## config.mk

```make
export PLATFORM = sky130hd
export DESIGN_NAME = freq_from_period
export DESIGN_NICKNAME = d
export VERILOG_FILES = /design/src/rtl/freq_from_period.sv
export SDC_FILE = /design/constraint.sdc
export NUM_CORES = 1
export LEC_CHECK = 0
export CAP_MARGIN = 20
export CORE_AREA = 2 2 146 162
export CTS_CLUSTER_DIAMETER = 200
export CTS_CLUSTER_SIZE = 16
export DETAILED_ROUTE_END_ITERATION = 12
export DIE_AREA = 0 0 148 164
export SYNTH_ARGS = -nofsm -noshare
export SYNTH_HDL_FRONTEND = slang
export SYNTH_SLANG_ARGS = --single-unit
export TNS_END_PERCENT = 100
```

## constraint.sdc

```tcl
create_clock -name clk -period 4.2 [get_ports clk]
set_input_delay 0.84 -clock clk [delete_from_list [all_inputs] [get_ports clk]]
set_output_delay 0.84 -clock clk [all_outputs]
set_load 0.02 [all_outputs]
```

## src/rtl/freq_from_period.sv

```systemverilog
// Converts an averaged period count into a rounded frequency in Hz using a
// multi-cycle restoring divider (one quotient bit per clock).
module freq_from_period #(
    parameter int CLK_FREQ      = 200_000_000,
    parameter int COUNTER_WIDTH = 18,
    parameter int FREQ_WIDTH    = 28,
    parameter int MIN_PERIOD    = 2000,
    parameter int MAX_PERIOD    = 200000
) (
    input  logic                     clk,
    input  logic                     rst,
    input  logic [COUNTER_WIDTH-1:0] period,
    input  logic                     stable,
    output logic [FREQ_WIDTH-1:0]    freq_hz,
    output logic                     freq_valid,
    output logic                     update,
    output logic                     busy,
    output logic                     out_of_range
);

    localparam int REM_W = COUNTER_WIDTH + 1;
    localparam int CNT_W = $clog2(FREQ_WIDTH);
    localparam logic [FREQ_WIDTH-1:0] DIVIDEND_BASE = FREQ_WIDTH'(CLK_FREQ);
    localparam logic [CNT_W-1:0]      CNT_START     = CNT_W'(FREQ_WIDTH - 1);

    typedef enum logic [1:0] {
        IDLE   = 2'd0,
        DIVIDE = 2'd1,
        DONE   = 2'd2
    } state_t;

    state_t                   state_r;
    state_t                   state_next_s;
    logic [COUNTER_WIDTH-1:0] divisor_r;
    logic [COUNTER_WIDTH-1:0] last_period_r;
    logic [FREQ_WIDTH-1:0]    dividend_r;
    logic [REM_W-1:0]         rem_r;
    logic [CNT_W-1:0]         cnt_r;

    logic                     in_range_s;
    logic                     start_s;
    logic [REM_W-1:0]         rem_shift_s;
    logic                     sub_ok_s;

    assign in_range_s  = (period >= COUNTER_WIDTH'(MIN_PERIOD)) &&
                         (period <= COUNTER_WIDTH'(MAX_PERIOD));
    assign start_s     = stable && in_range_s && (!freq_valid || (period != last_period_r));
    assign rem_shift_s = {rem_r[REM_W-2:0], dividend_r[FREQ_WIDTH-1]};
    assign sub_ok_s    = (rem_shift_s >= {1'b0, divisor_r});

    // State register
    always_ff @(posedge clk or posedge rst) begin
        if (rst) begin
            state_r <= IDLE;
        end else begin
            state_r <= state_next_s;
        end
    end

    // Next-state logic; losing stable aborts any conversion in flight
    always_comb begin
        state_next_s = state_r;
        case (state_r)
            IDLE: begin
                if (start_s) begin
                    state_next_s = DIVIDE;
                end else begin
                    state_next_s = IDLE;
                end
            end
            DIVIDE: begin
                if (!stable) begin
                    state_next_s = IDLE;
                end else if (cnt_r == {CNT_W{1'b0}}) begin
                    state_next_s = DONE;
                end else begin
                    state_next_s = DIVIDE;
                end
            end
            DONE:    state_next_s = IDLE;
            default: state_next_s = IDLE;
        endcase
    end

    // Divider datapath and registered outputs
    always_ff @(posedge clk or posedge rst) begin
        if (rst) begin
            freq_hz       <= {FREQ_WIDTH{1'b0}};
            freq_valid    <= 1'b0;
            update        <= 1'b0;
            busy          <= 1'b0;
            out_of_range  <= 1'b0;
            divisor_r     <= {COUNTER_WIDTH{1'b0}};
            last_period_r <= {COUNTER_WIDTH{1'b0}};
            dividend_r    <= {FREQ_WIDTH{1'b0}};
            rem_r         <= {REM_W{1'b0}};
            cnt_r         <= {CNT_W{1'b0}};
        end else begin
            out_of_range <= stable && !in_range_s;
            busy         <= (state_next_s != IDLE);
            update       <= 1'b0;
            if (!stable) begin
                freq_valid <= 1'b0;
            end
            case (state_r)
                IDLE: begin
                    if (start_s) begin
                        divisor_r     <= period;
                        last_period_r <= period;
                        // half-divisor bias rounds to nearest, ties up
                        dividend_r    <= DIVIDEND_BASE + FREQ_WIDTH'(period >> 1);
                        rem_r         <= {REM_W{1'b0}};
                        cnt_r         <= CNT_START;
                    end else if (stable && !in_range_s) begin
                        freq_valid <= 1'b0;
                    end
                end
                DIVIDE: begin
                    // quotient bits shift into the vacated dividend LSBs
                    if (sub_ok_s) begin
                        rem_r      <= rem_shift_s - {1'b0, divisor_r};
                        dividend_r <= {dividend_r[FREQ_WIDTH-2:0], 1'b1};
                    end else begin
                        rem_r      <= rem_shift_s;
                        dividend_r <= {dividend_r[FREQ_WIDTH-2:0], 1'b0};
                    end
                    cnt_r <= cnt_r - 1'b1;
                end
                DONE: begin
                    if (stable) begin
                        freq_hz    <= dividend_r;
                        freq_valid <= 1'b1;
                        update     <= 1'b1;
                    end
                end
                default: begin
                    freq_valid <= 1'b0;
                end
            endcase
        end
    end

endmodule
```

==> flow_results.org, run 1 <==
** Outcome
- The flow ran to the end, and the final reports show no timing, DRC or antenna violations.

** Layout
- Fin nets :: 707
- Area overhead of the layout relative to synthesis :: 19.9%
- Antenna diodes :: 0
- Once layout is complete, the utilization of the core stands at 0.296.
- Of the cells placed in the final design, the portion with a size suffix greater than 1 is 0.0658.
- For this run, the number of standard cells in the final layout without fillers is 969.

** STA
- Crit path setup slack, layout :: 1.16 ns
- Dividing the final minimum period by the clock period gives 0.724.
- On the final layout, the worst hold slack is 0.472 ns.
- Slew Limit Headroom :: 0.514
- Sum of negative setup slack :: 0 ns
- Unrepaired setup endpoints after global routing :: false
- The count of final max-slew check failures is 0.
- Final hold viol count :: 0
- The worst path needs 3.04 ns of the cycle, external delays included.
- Tightest Pin Transition :: approximately 0.72 ns
- The clock arrives with 0.00967 ns of skew.
- For this run, the top clock speed supported by timing is 0.329 GHz.
- Final setup violating endpoints :: 0

** Global routing
- Grt peak-use layer :: met2
- Vias in the first global route :: between 4,000 and 5,000
- Initial antenna violation count :: 0
- Entering global routing, the biggest net connects 52 pins.
- Fraction of met3 tracks used by global routing :: 0.0250
- The total overflow left after global routing is 0.
- First-pass GRT wire length :: ~22,000 µm
- Global-route met2 utilization :: 0.191
- For this run, global-route usage on met1 was measured as 0.150.
- For this run, the total global-route usage over all layers was measured as 0.115.

** Synth
- Fraction of synthesized cell area taken by the top area cell type :: 0.462
- Of the synthesized area, sequential elements account for 0.462.
- Async set or reset register ratio after synthesis :: 1.00
- Number of instances in the synthesized netlist :: 624
- Main synth FF type :: sky130_fd_sc_hd__dfrtp_1
- Counting every net in the synthesized netlist gives 667.
- Post-synthesis average cell area :: approximately 8.9 µm²
- Main area contributors after synthesis :: sky130_fd_sc_hd__dfrtp_1, sky130_fd_sc_hd__nand2_1, sky130_fd_sc_hd__xnor2_1
- Yosys mapped a number of flops with a built-in enable equal to 0.
- Largest area contributor in the synthesized netlist :: sky130_fd_sc_hd__dfrtp_1
- The netlist uses 54 different library cells.
- Post-synth design cell area :: 5580 µm²
- After synthesis the netlist holds a flip-flop and latch count of 103.
- During synthesis, Yosys emitted a total of 0 warnings.

** Pwr
- For this design the total switching power over the nets is ~1600 µW.
- Total leakage power :: 0.00301 µW
- Of the total power, registers draw 0.362.
- Clock power share :: 0.195
- Fraction of power consumed by combinational cells :: 0.443
- Maximum VDD drop :: 0.000252 V
- The internal power of the cells totals roughly 2500 µW.
- In this run the power density over the cells is roughly 610 nW/µm².
- Net switching share of the total power :: 0.392

** CTS
- The tree built by TritonCTS fans out to about 100 sinks.
- Count of buffers added by post-CTS timing repair for setup :: 0
- The root buffer cell chosen for the clock tree is sky130_fd_sc_hd__clkbuf_16.
- Once the clock tree was built, the resizer swapped 0 gates to a different size.
- The H-tree was split into 3 levels.
- For the worst-skew pair, the clock arrives at the later sink with an insertion delay of around 0.35 ns.
- The number of hold buffers added after CTS was 0.
- Worst-case clock buffer depth :: 2
- TritonCTS built the clock tree.
- Clock-pin slew was measured on the worst setup and hold paths at ~0.07 ns.
- Clock buffers created by TritonCTS :: 9

** Route
- Antenna violation net count after detailed routing :: 0
- Vias after detailed routing :: 4,294
- Drt first-iter violations :: between 150 and 200
- The first detailed-routing pass took 4 iterations.
- Dividing the detail-routed wire length by the instance count gives 13.6 µm.
- Count of unresolved DRC violations after routing :: 0
- After detailed routing, the number of vias per cell comes to roughly 4.4.
- After detailed routing, the total wire length is 13,200 µm.

** Place
- At the end of routability-driven placement, the weighted congestion stood at 0.786.
- Timing analysis after detailed placement gives a worst setup slack of 0.802 ns.
- Counting tap cells, the placed design contains a total of 953 instances.
- Once detailed placement completed, the half-perimeter wirelength came to 9630 µm.
- Buffers placed on the I/O ports in this run total between 50 and 60.

** Flow run
- Across the run, the number of max-cap violations was 0.

** Setup path
- Critical path startpoint category :: primary input
- For the worst setup path, the data required time is 4.47 ns.
- Critical-path maximum fanout :: 33
- Critical path capture point :: dividend_r[0]$_DFFE_PP0P_
- The worst register-to-register path ends at rem_r[16]$_DFFE_PP0P_.
- Reg2reg setup slack :: roughly 1.4 ns
- Crit path kind :: in -> reg
- In this run the worst setup path begins at period[11].
- Launching point of the worst reg2reg path :: last_period_r[4]$_DFFE_PP0P_
- Reg2Reg Depth :: 8
- Critical path arrival :: ~3.3 ns
- Category of the worst setup path capture point :: flop

** Die
- Chip width :: around 150 µm
- Number of primary I/O pins :: 53
- Height of the die :: between 150 and 200 µm
- Number of rows in the core area :: 58
- Die area :: between 20,000 and 25,000 µm²
- Starting density of the core :: 0.247
- The core region is 22,600 µm².

** Worst hold path
- Worst Hold Class :: reg -> reg
cell usage in the layout (no fill, tap or decap), types with 9 or more instances in the layout:
master / synthesis / final
sky130_fd_sc_hd__clkdlybuf4s50_1: 0 / 52
sky130_fd_sc_hd__dfrtp_1: 103 / 103
sky130_fd_sc_hd__nand4_1: 9 / 9
sky130_fd_sc_hd__buf_4: 2 / 11
sky130_fd_sc_hd__inv_1: 28 / 27
sky130_fd_sc_hd__nand3_1: 15 / 15
sky130_fd_sc_hd__xnor2_1: 31 / 31
sky130_fd_sc_hd__ha_1: 21 / 21
sky130_fd_sc_hd__clkbuf_16: 0 / 9
sky130_fd_sc_hd__xor2_1: 9 / 9
sky130_fd_sc_hd__a21oi_1: 18 / 18
sky130_fd_sc_hd__o21ai_0: 16 / 16
sky130_fd_sc_hd__nor3_1: 13 / 13
sky130_fd_sc_hd__o21ai_1: 33 / 33
sky130_fd_sc_hd__mux2i_1: 13 / 13
sky130_fd_sc_hd__nor2_1: 21 / 21
sky130_fd_sc_hd__nand2_1: 175 / 175
logic make-up (layout without fill, tap and decap cells):
logic type / count (synthesis) / in the layout / share of synthesized area
muxes: 14 / 14 / 0.0260
DFF: 103 / 103 / 0.462
AOI/OAI and AO/OA: 124 / 124 / 0.146
xor gates and xnor gates: 40 / 40 / 0.0628
and+or+nand+nor: 256 / 256 / 0.197
buffers and inverters: 65 / 110 / 0.0556
adders and majority gates: 22 / 22 / 0.0506
worst min path at each step:
stage / endpoint / start / cells past startpoint
after floorplan: cnt_r[3]$_DFFE_PP0P_ / cnt_r[3]$_DFFE_PP0P_ / 1
after global placement: freq_hz[14]$_DFFE_PP0P_ / freq_hz[14]$_DFFE_PP0P_ / 2
after detailed placement: freq_hz[14]$_DFFE_PP0P_ / freq_hz[14]$_DFFE_PP0P_ / 2
after CTS: freq_hz[3]$_DFFE_PP0P_ / freq_hz[3]$_DFFE_PP0P_ / 2
after global routing: freq_hz[20]$_DFFE_PP0P_ / freq_hz[20]$_DFFE_PP0P_ / 2
final: freq_hz[14]$_DFFE_PP0P_ / freq_hz[14]$_DFFE_PP0P_ / 2
layout make-up:
class,count,area [µm²]
multi-input cells,456,2710
well taps,300,375
flip-flops and latches,103,2580
clock inverters,6,45.0
repair buffers,65,643
clock buffers,10,229
inverters,29,111
fillers,2397,16000
power by group through the flow:
stage	logic, µW	registers [µW]	clock network (µW)
after floorplan	1460	1450	0
after global placement	1800	1490	0
after detailed placement	1810	1490	0
after CTS	1820	1480	821
after global routing	2040	1520	862
final	1800	1480	795
critical path, cell delays in order:
cell	delay, ns
sky130_fd_sc_hd__clkdlybuf4s50_1	0.54
sky130_fd_sc_hd__xnor2_1	0.28
sky130_fd_sc_hd__nand4_1	0.12
sky130_fd_sc_hd__or4_1	0.53
sky130_fd_sc_hd__o211a_4	0.35
sky130_fd_sc_hd__buf_12	0.21
sky130_fd_sc_hd__nor2_8	0.24
sky130_fd_sc_hd__nand2_1	0.10
sky130_fd_sc_hd__nand3_1	0.09
through the flow:
stage / area (µm²) / power, µW
floorplan: 5580 / 2910
finish: 6690 / 4080
CTS: 6690 / 4120
detailed placement: 6420 / 3300
global route: 6690 / 4430
global placement: 6420 / 3290
per-layer routing:
metal | part of all wire | vias to the layer above
li1 | - | 2200
met1 | 0.46 | 2006
met2 | 0.48 | 76
met3 | 0.040 | 12
met4 | 0.018 | 0
met5 | 0 | -
state kept, by name (all words and copies together) (netlist names), 2 cells and up:
register / cells
last_period_r: 18
rem_r: 18
cnt_r: 5
dividend_r: 28
state_r: 2
freq_hz: 28
Yosys cell counts, drive strengths merged, types with 2 or more instances:
cell,number
o31ai,2
o22ai,10
nor2,23
o211ai,3
or4,2
dfrtp,103
buf,16
mux2i,13
nor2b,2
o21a,5
ha,21
clkbuf,20
xor2,9
a21o,6
nand2,175
xnor2,31
a21oi,18
and2,2
a211oi,4
nand2b,2
nand3,15
nor3,13
nor4,6
a22oi,5
a211o,2
a311o,2
o21bai,2
nand4,9
a31oi,6
inv,28
a41oi,2
nand3b,4
o21ai,49
(Power assumes the default switching activity.)
==> run 2, diff against run 1 <==
==> constraint.sdc (replaced) <==
create_clock -name clk -period 2.57 [get_ports clk]
set_input_delay 0.514 -clock clk [delete_from_list [all_inputs] [get_ports clk]]
set_output_delay 0.514 -clock clk [all_outputs]
set_load 0.02 [all_outputs]
==> flow_results.org, run 2 (synthesized netlist as in run 1, its figures left out) <==
** Outcome
- Outcome :: finished clean

** Place
- The global placement routability congestion is 0.840 (+6.9%).
- DP Wirelength :: 10,200 µm (+6.2%)
- The number of buffer cells added on primary ports came to 52 (unchanged).

** Route
- The total vias in the final route is 4,624 (+7.7%).
- Initial DRT Pass Iterations :: 4 (unchanged)
- The detailed router used layers up to and including met4.
- Met1 layer wirelength in the final routing :: 6500 µm (+6.4%)
- The DRC violations left came to 0 (unchanged).
- The DRC marker count from the first detailed-route iteration is 177 (+1.7%).
- Antenna violation net count after detailed routing :: 0 (unchanged)
- The detailed-routed wire length on met3 came to 566 µm (+7.4%).
- Routed length per placed instance :: 14.2 µm (+4.8%)
- Via density per instance :: 4.53 (+2.3%)
- Post-Route WL :: 14,500 µm (+10%)
- Total met2 wirelength after detailed routing :: 7130 µm (+13%)

** Pwr
- The standby leakage power came to 0.00332 µW (+10%).
- The power per standard cell area came to 1010 nW/µm² (+66%).
- The maximum vdd drop was 0.000378 V (+50%).
- The overall power of the completed layout came to 7360 µW (+81%).

** Layout
- Antenna diodes :: 0 (unchanged)
- Area occupied by multi-input gates :: 2850 µm² (+5.1%)
- Area overhead of the layout relative to synthesis :: 30.1%
- Leaving out fill and tap cells, the most frequent cell in the layout is sky130_fd_sc_hd__nand2_1.
- Leaving out fill and tap cells, the most frequent cells in the layout are sky130_fd_sc_hd__nand2_1, sky130_fd_sc_hd__dfrtp_1, sky130_fd_sc_hd__buf_4, sky130_fd_sc_hd__clkdlybuf4s50_1, sky130_fd_sc_hd__o21ai_1.
- Fin nets :: 758 (+7.2%)
- The number of fill cells in the layout was 2,361 (-1.5%).
- The area used by sequential logic in the layout is 2580 µm² (unchanged).
- Layout cell share with drive strength beyond 1 :: 0.158 (+0.0926)
- Top flop regs :: dividend_r x28, freq_hz x28

** Die
- The standard cell core area is 22,600 µm² (unchanged).
- Number of rows in the core area :: 58 (unchanged)
- The floorplan die area is 24,300 µm² (unchanged).
- The die span in x is 148 µm (unchanged).
- Number of primary I/O pins :: 53 (unchanged)
- Height of the die :: 164 µm (unchanged)
- Starting density of the core :: 0.247 (unchanged)

** Global routing
- The global-route wire length before repair came to 23,500 µm (+5.4%).
- The number of antenna violations at the first check in global routing came to 0 (unchanged).
- The number of global-route vias before repair was 4,618 (+6.7%).
- Total global routing track utilization :: 0.121 (+0.00586)
- The aggregate global routing overflow was 0 (unchanged).
- Maximum number of pins on one net before global-route repair :: 50 (-3.8%)

** CTS
- TritonCTS clock tree :: yes
- The H-tree depth was 3 (unchanged).
- Clock net sink count :: 103 (unchanged)
- Clock buffers created by TritonCTS :: 9 (unchanged)
- The insertion delay to the later sink of the worst-skew pair came to 0.35 ns (about the same).
- Worst-case clock buffer depth :: 2 (unchanged)
- Buffer type at the clock tree root :: sky130_fd_sc_hd__clkbuf_16
- Number of buffers inserted by hold repair at cts :: 0 (unchanged)
- Post-CTS clock slew at the launch and capture registers of the worst setup and hold paths :: 0.08 ns (about the same)

** STA
- The final-report hold violation count is 0 (unchanged).
- Final max-slew violation count :: 0 (unchanged)
- For this run, the top clock speed supported by timing is between 0.3 and 0.4 GHz.
- The total setup violations reported at the end of the flow came to 0 (unchanged).
- Crit share post-route :: 0.975
- Minimum hold slack :: 0.472 ns (-0.000289 ns)
- Setup skew after layout :: 0.00965 ns (-0.0000196 ns)
- Post-layout min period :: 2.51 ns
- The relative slew slack is 0.591 (+0.0767).
- Tightest Pin Transition :: 0.612 ns (-0.109 ns)
- The total negative slack for setup checks is 0 ns (unchanged).

** Worst hold path
- Worst Hold Class :: reg -> reg

** Setup path
- Reg2Reg Depth :: 11 (+3)
- Critical-path maximum fanout :: 7 (-79%)
- Data required time at the worst endpoint :: 2.83 ns (-1.64 ns)
- The arrival time reported for the critical path endpoint was 2.77 ns (-0.54 ns).
- Launching point of the worst reg2reg path :: last_period_r[4]$_DFFE_PP0P_
- By startpoint and endpoint, the worst setup path is classified as in -> reg.
- Critical path launch point :: period[16]
- Critical path startpoint category :: primary input
- The worst setup path is captured at a flop.
- Critical path capture point :: dividend_r[10]$_DFFE_PP0P_
- The endpoint identified for the worst register-to-register timing path is rem_r[12]$_DFFE_PP0P_.
- The internal reg-to-reg setup slack came to 0.09 ns (-1.27 ns).

** Flow run
- The number of max-cap violations was 0 (unchanged).
## run 2: worst min-delay path by stage
| stage | from | to | slack [ns] | cells after the start |
|---|---|---|---|---|
| after floorplan | cnt_r[3]$_DFFE_PP0P_ | cnt_r[3]$_DFFE_PP0P_ | 0.45 | 1 |
| after global placement | freq_hz[15]$_DFFE_PP0P_ | freq_hz[15]$_DFFE_PP0P_ | 0.46 | 2 |
| after detailed placement | freq_hz[14]$_DFFE_PP0P_ | freq_hz[14]$_DFFE_PP0P_ | 0.46 | 2 |
| after CTS | cnt_r[3]$_DFFE_PP0P_ | cnt_r[3]$_DFFE_PP0P_ | 0.48 | 1 |
| after global routing | freq_hz[19]$_DFFE_PP0P_ | freq_hz[19]$_DFFE_PP0P_ | 0.50 | 2 |
| final | cnt_r[3]$_DFFE_PP0P_ | cnt_r[3]$_DFFE_PP0P_ | 0.47 | 1 |
## run 2: routing by layer
layer / vias up / GRT usage
li1: 2314 / -
met1: 2202 / 0.152
met2: 90 / 0.210
met3: 18 / 0.0239
met4: 0 / 0.0355
met5: - / 0
## run 2: through the flow
step,area [µm²],setup WS [ns],util,instances
2_1_floorplan,5590,0.140,-,624
3_3_place_gp,6750,-0.375,0.298,995
3_5_place_dp,6750,-0.400,0.298,995
4_1_cts,7070,0.00170,0.312,1012
5_1_grt,7260,-0.0568,0.321,1020
6_report,7260,0.0632,0.321,1020
## run 2: final cells by class
type | count | share of cell area
Tap cell | 300 | 0.0517
Clock buffer | 9 | 0.0310
Multi-Input combinational cell | 459 | 0.392
Sequential cell | 103 | 0.355
Clock inverter | 7 | 0.0109
Timing Repair Buffer | 113 | 0.144
Inverter | 29 | 0.0155
## run 2: critical path: stages
cell	delay [ns]
sky130_fd_sc_hd__clkdlybuf4s50_1	0.47
sky130_fd_sc_hd__xnor2_1	0.27
sky130_fd_sc_hd__nand4_1	0.13
sky130_fd_sc_hd__or4_4	0.59
sky130_fd_sc_hd__o211a_2	0.38
sky130_fd_sc_hd__buf_4	0.17
sky130_fd_sc_hd__a221oi_2	0.24
## run 2: where the power goes
| part | internal (µW) | leakage (µW) | switching (µW) |
|---|---|---|---|
| Clock | 766 | 0.000144 | 648 |
| Combinational | 1660 | 0.00185 | 1860 |
| Sequential | 2060 | 0.00132 | 368 |
| Total | 4490 | 0.00332 | 2870 |
## run 2: timing repair
| item | 4_1_cts | 5_1_grt |
|---|---|---|
| setup buffers | 0 | 5 |
| setup endpoints to repair | 33 | 63 |
| gates cloned | 1 | 3 |
| resized for setup | 3 | 26 |
| hold endpoints to repair | 0 | 0 |
| pin swaps | 1 | 10 |
==> variant 1, RTL diff (settings of run 2) <==
The parameter `FREQ_WIDTH` goes from 28 to 56.
--- a/src/rtl/freq_from_period.sv
+++ b/src/rtl/freq_from_period.sv
@@ -3,7 +3,7 @@
 module freq_from_period #(
     parameter int CLK_FREQ      = 200_000_000,
     parameter int COUNTER_WIDTH = 18,
-    parameter int FREQ_WIDTH    = 28,
+    parameter int FREQ_WIDTH    = 56,
     parameter int MIN_PERIOD    = 2000,
     parameter int MAX_PERIOD    = 200000
 ) (
Interface: changed (resized freq_hz); port bits go from 53 to 81. No check against the original RTL was run, so the function may have changed too.
==> variant 1 against run 2 <==
The run now ends with setup timing left; final area rose by 39%; area after synthesis grew 38%; die area unchanged; routed wire length grew 29%; register-to-register slack got worse by 190 ps; power up 24%; sequential cell count grew 57; worst setup slack lost 160 ps.
==> variant 1: results <==
set metrics [dict create \
    post_cts_buffers 2 \
    synthCells 854 \
    dr_wl_met3_um 690 \
    total_power_uw 9120 \
    place_ws_ps -333 \
    grt.met2_usage 0.262 \
    routabilityCongestion 0.825 \
    regArea_um2 4000 \
    violations "setup timing" \
    multi_input_cells 618 \
    track_usage 0.161 \
    fillers 2204 \
    timing.slew.headroom 0.603 \
    syn_to_final_growth_pct 30.7 \
    vdd_drop_max_v 0.000422 \
    drive_gt1_frac 0.124 \
    combPwrFrac 0.343 \
    syn-num-nets 898 \
    dpl_cell_area_um2 9340 \
    clkPwrFrac 0.306 \
    synth_top_area_share 0.519 \
    setup_tns_ps -187 \
    inverters 27 \
    synth_cell_types 57 \
    num-clock-buffers 20 \
    synth.area.top_cells "dfrtp_1, nand2_1, o21ai_0" \
    drt_iter0_drc 429 \
    wire_per_inst_um 14.6 \
    grt_pass1_wl_um 31200 \
    max_stage_delay_ps 430 \
    use_met1 0.217 \
    hpwl_um 13500 \
    ctsResizeCount 5 \
    clk_share 0.0646 \
    multi_input_area_share 0.345 \
    critPathSlowestCell "dfrtp_1" \
    clk-insertion-delay-late_ps 430 \
    cts-buffers-inserted 17 \
    finalSetupViolCount 3 \
    status "finished, violations left" \
    grt_pass1_vias 6122 \
    top_regs "dividend_r (56), freq_hz (56)" \
    wl_um 18800 \
    swShare 0.327 \
    wl_met2_um 8830 \
    drt-met1-wl_um 9020 \
    fin_skew_ps 9.79 \
    synth-seq-cells 160 \
    dp_cells 1251 \
    path_max_fanout 3 \
    yosys-top-cells-count "nand2_1, dfrtp_1, o21ai_0, clkbuf_1, inv_1" \
    grt_max_degree 60 \
    avgSynthCellArea_um2 9.04 \
    clk_pin_slew_worst_paths_ps 60 \
    cp_top_family "compound AO/OA/AOI/OAI gates" \
    worst_slack_ps -96.5 \
    buffers 149 \
    worstPathArrival_ps 2990 \
]
variant 1: changes by cell type after synthesis, sizes merged, moves of 5 or more:
cell    delta
xor2      +11
a221o      +5
o21ai     +33
a32oi      +5
nand2    +119
dfrtp     +57
clkbuf    +13
xnor2     -14
a22oi      +6
a31oi      -5
and3       +6
variant 1: worst paths after layout:
path | from | end | slack (ps) | depth (start not counted)
setup reg to reg | last_period_r[0] | rem_r[16] | -100 | 10
max in group asynchronous | rst | freq_hz[25] | 1390 | 3
hold reg to reg | freq_hz[27] | freq_hz[27] | 470 | 2
min in group asynchronous | rst | dividend_r[50] | 510 | 2
hold / removal | freq_hz[27] | freq_hz[27] | 470 | 2
setup / recovery | last_period_r[0] | rem_r[16] | -100 | 10
variant 1: cells by family after synthesis:
kind of cell	count (synthesis)	share of synthesized area
fa+ha+maj	23	0.0382
xor+xnor	37	0.0420
buf+inv	76	0.0446
simple gates	380	0.205
mux	14	0.0181
flops	160	0.519
compound gates	164	0.134
==> variant 2, RTL diff (flow settings as in run 2) <==
Without the edit above. Encoding of `state_t`: now one-hot (3 bits for 3 states).
--- a/src/rtl/freq_from_period.sv
+++ b/src/rtl/freq_from_period.sv
@@ -23,10 +23,10 @@
     localparam logic [FREQ_WIDTH-1:0] DIVIDEND_BASE = FREQ_WIDTH'(CLK_FREQ);
     localparam logic [CNT_W-1:0]      CNT_START     = CNT_W'(FREQ_WIDTH - 1);
 
-    typedef enum logic [1:0] {
-        IDLE   = 2'd0,
-        DIVIDE = 2'd1,
-        DONE   = 2'd2
+    typedef enum logic [2:0] {
+        IDLE   = 3'b001,
+        DIVIDE = 3'b010,
+        DONE   = 3'b100
     } state_t;
 
     state_t                   state_r;
Formal check against the unedited RTL: same outputs for any inputs over 10 cycles, from zero or initial values and one cycle with rst high; not proved beyond that.
==> variant 2 against run 2 <==
Hold slack improved by 22 ps; largest power group unchanged; utilization increased by 0.89 points; sequential cell count increased by 1; routed wire length increased by 0.19%; area after synthesis increased by 0.13%; clock power increased by 9.9%; critical endpoint is now dividend_r[6]; worst setup slack improved by 52 ps; power decreased by 9.4%; final area increased by 2.8%.
==> variant 2: results <==
set metrics [dict create \
    leakagePower_uw 0.00353 \
    status "completed" \
    grt_pass1_wl_um 23100 \
    wl_met2_um 7210 \
    grt.met2_usage 0.205 \
    drt_iter0_drc 151 \
    avgSynthCellArea_um2 10.2 \
    synth.area.top_cells "dfrtp_1, mux2_2, ha_1" \
    dpl_cell_area_um2 6930 \
    wl_um 14500 \
    grt_util_met3 0.0169 \
    routabilityCongestion 0.859 \
    layout.nets 697 \
    r2r_start "last_period_r[7]" \
    wire_per_inst_um 15.2 \
    fillers 2314 \
    hpwl_um 10800 \
    grt_max_degree 105 \
    fin_skew_ps 10.0 \
    num_vias 4440 \
    syn-num-nets 592 \
    timing.slew.headroom 0.551 \
    crit_start "period[14]" \
    place_ws_ps -513 \
    grt_pass1_vias 4453 \
    track_usage 0.121 \
    path_max_fanout 8 \
    worstPathArrival_ps 2700 \
    clock-root-buffer "clkbuf_16" \
    use_met1 0.154 \
    drive_gt1_frac 0.215 \
    dp_cells 938 \
    vdd_drop_max_v 0.000380 \
    dr_wl_met3_um 373 \
    synth_cell_types 60 \
]
==> variant 2: cell count changes after synthesis, sizes merged, moves of 11 or more <==
cell   change
a21o      +14
a221o     +12
nand2    -137
o21ai     -11
and3      +13
mux2      +27
==> variant 2: critical path: stages <==
cell and delay (ps):
clkdlybuf4s50_1 420, or3_4 410, buf_4 140, nor4_2 230
buf_4 170, nor4_4 50, buf_4 140, buf_4 150
and3_1 200, a221o_1 260
==> variant 2: timing repair <==
item | 4_1_cts | 5_1_grt
setup buffers | 1 | 3
endpoints found under the setup margin | 54 | 51
pin swaps | 1 | 8
resized for setup | 5 | 24
gates cloned | 0 | 1
==> variant 2: cell families after synthesis <==
logic type      after synthesis  synth area share
flops                       104             0.466
xor+xnor                     37            0.0580
buf+inv                      58            0.0412
mux                          43            0.0833
compound gates              138             0.168
simple gates                147             0.133
fa+ha+maj                    22            0.0506
==> variant 2: path summary, 6_finish.rpt <==
kind / cells after the start / end / slack, ps
worst max-delay path: 10 / dividend_r[6] / 120
max in group asynchronous: 3 / freq_hz[12] / 1480
worst max register to register: 11 / rem_r[14] / 120
min in group asynchronous: 3 / freq_hz[22] / 670
worst min-delay path: 1 / cnt_r[3] / 490
worst min register to register: 1 / cnt_r[3] / 490
==> variant 2: layout make-up <==
cell class / instances / area (um2) / area share
clock buffer: 10 / 239 / 0.0320
clock inverter: 6 / 97.6 / 0.0131
inverter: 29 / 113 / 0.0151
multi-input combinational: 387 / 2890 / 0.388
sequential: 104 / 2600 / 0.349
tap: 300 / 375 / 0.0503
timing repair buffer: 123 / 1140 / 0.153
==> variant 2: report_power, final <==
part           switching [uW]  internal, uW  leakage, uW
registers                 288          1960      0.00132
clock network             650           897     0.000166
logic                    1450          1420      0.00204
total                    2390          4280      0.00353
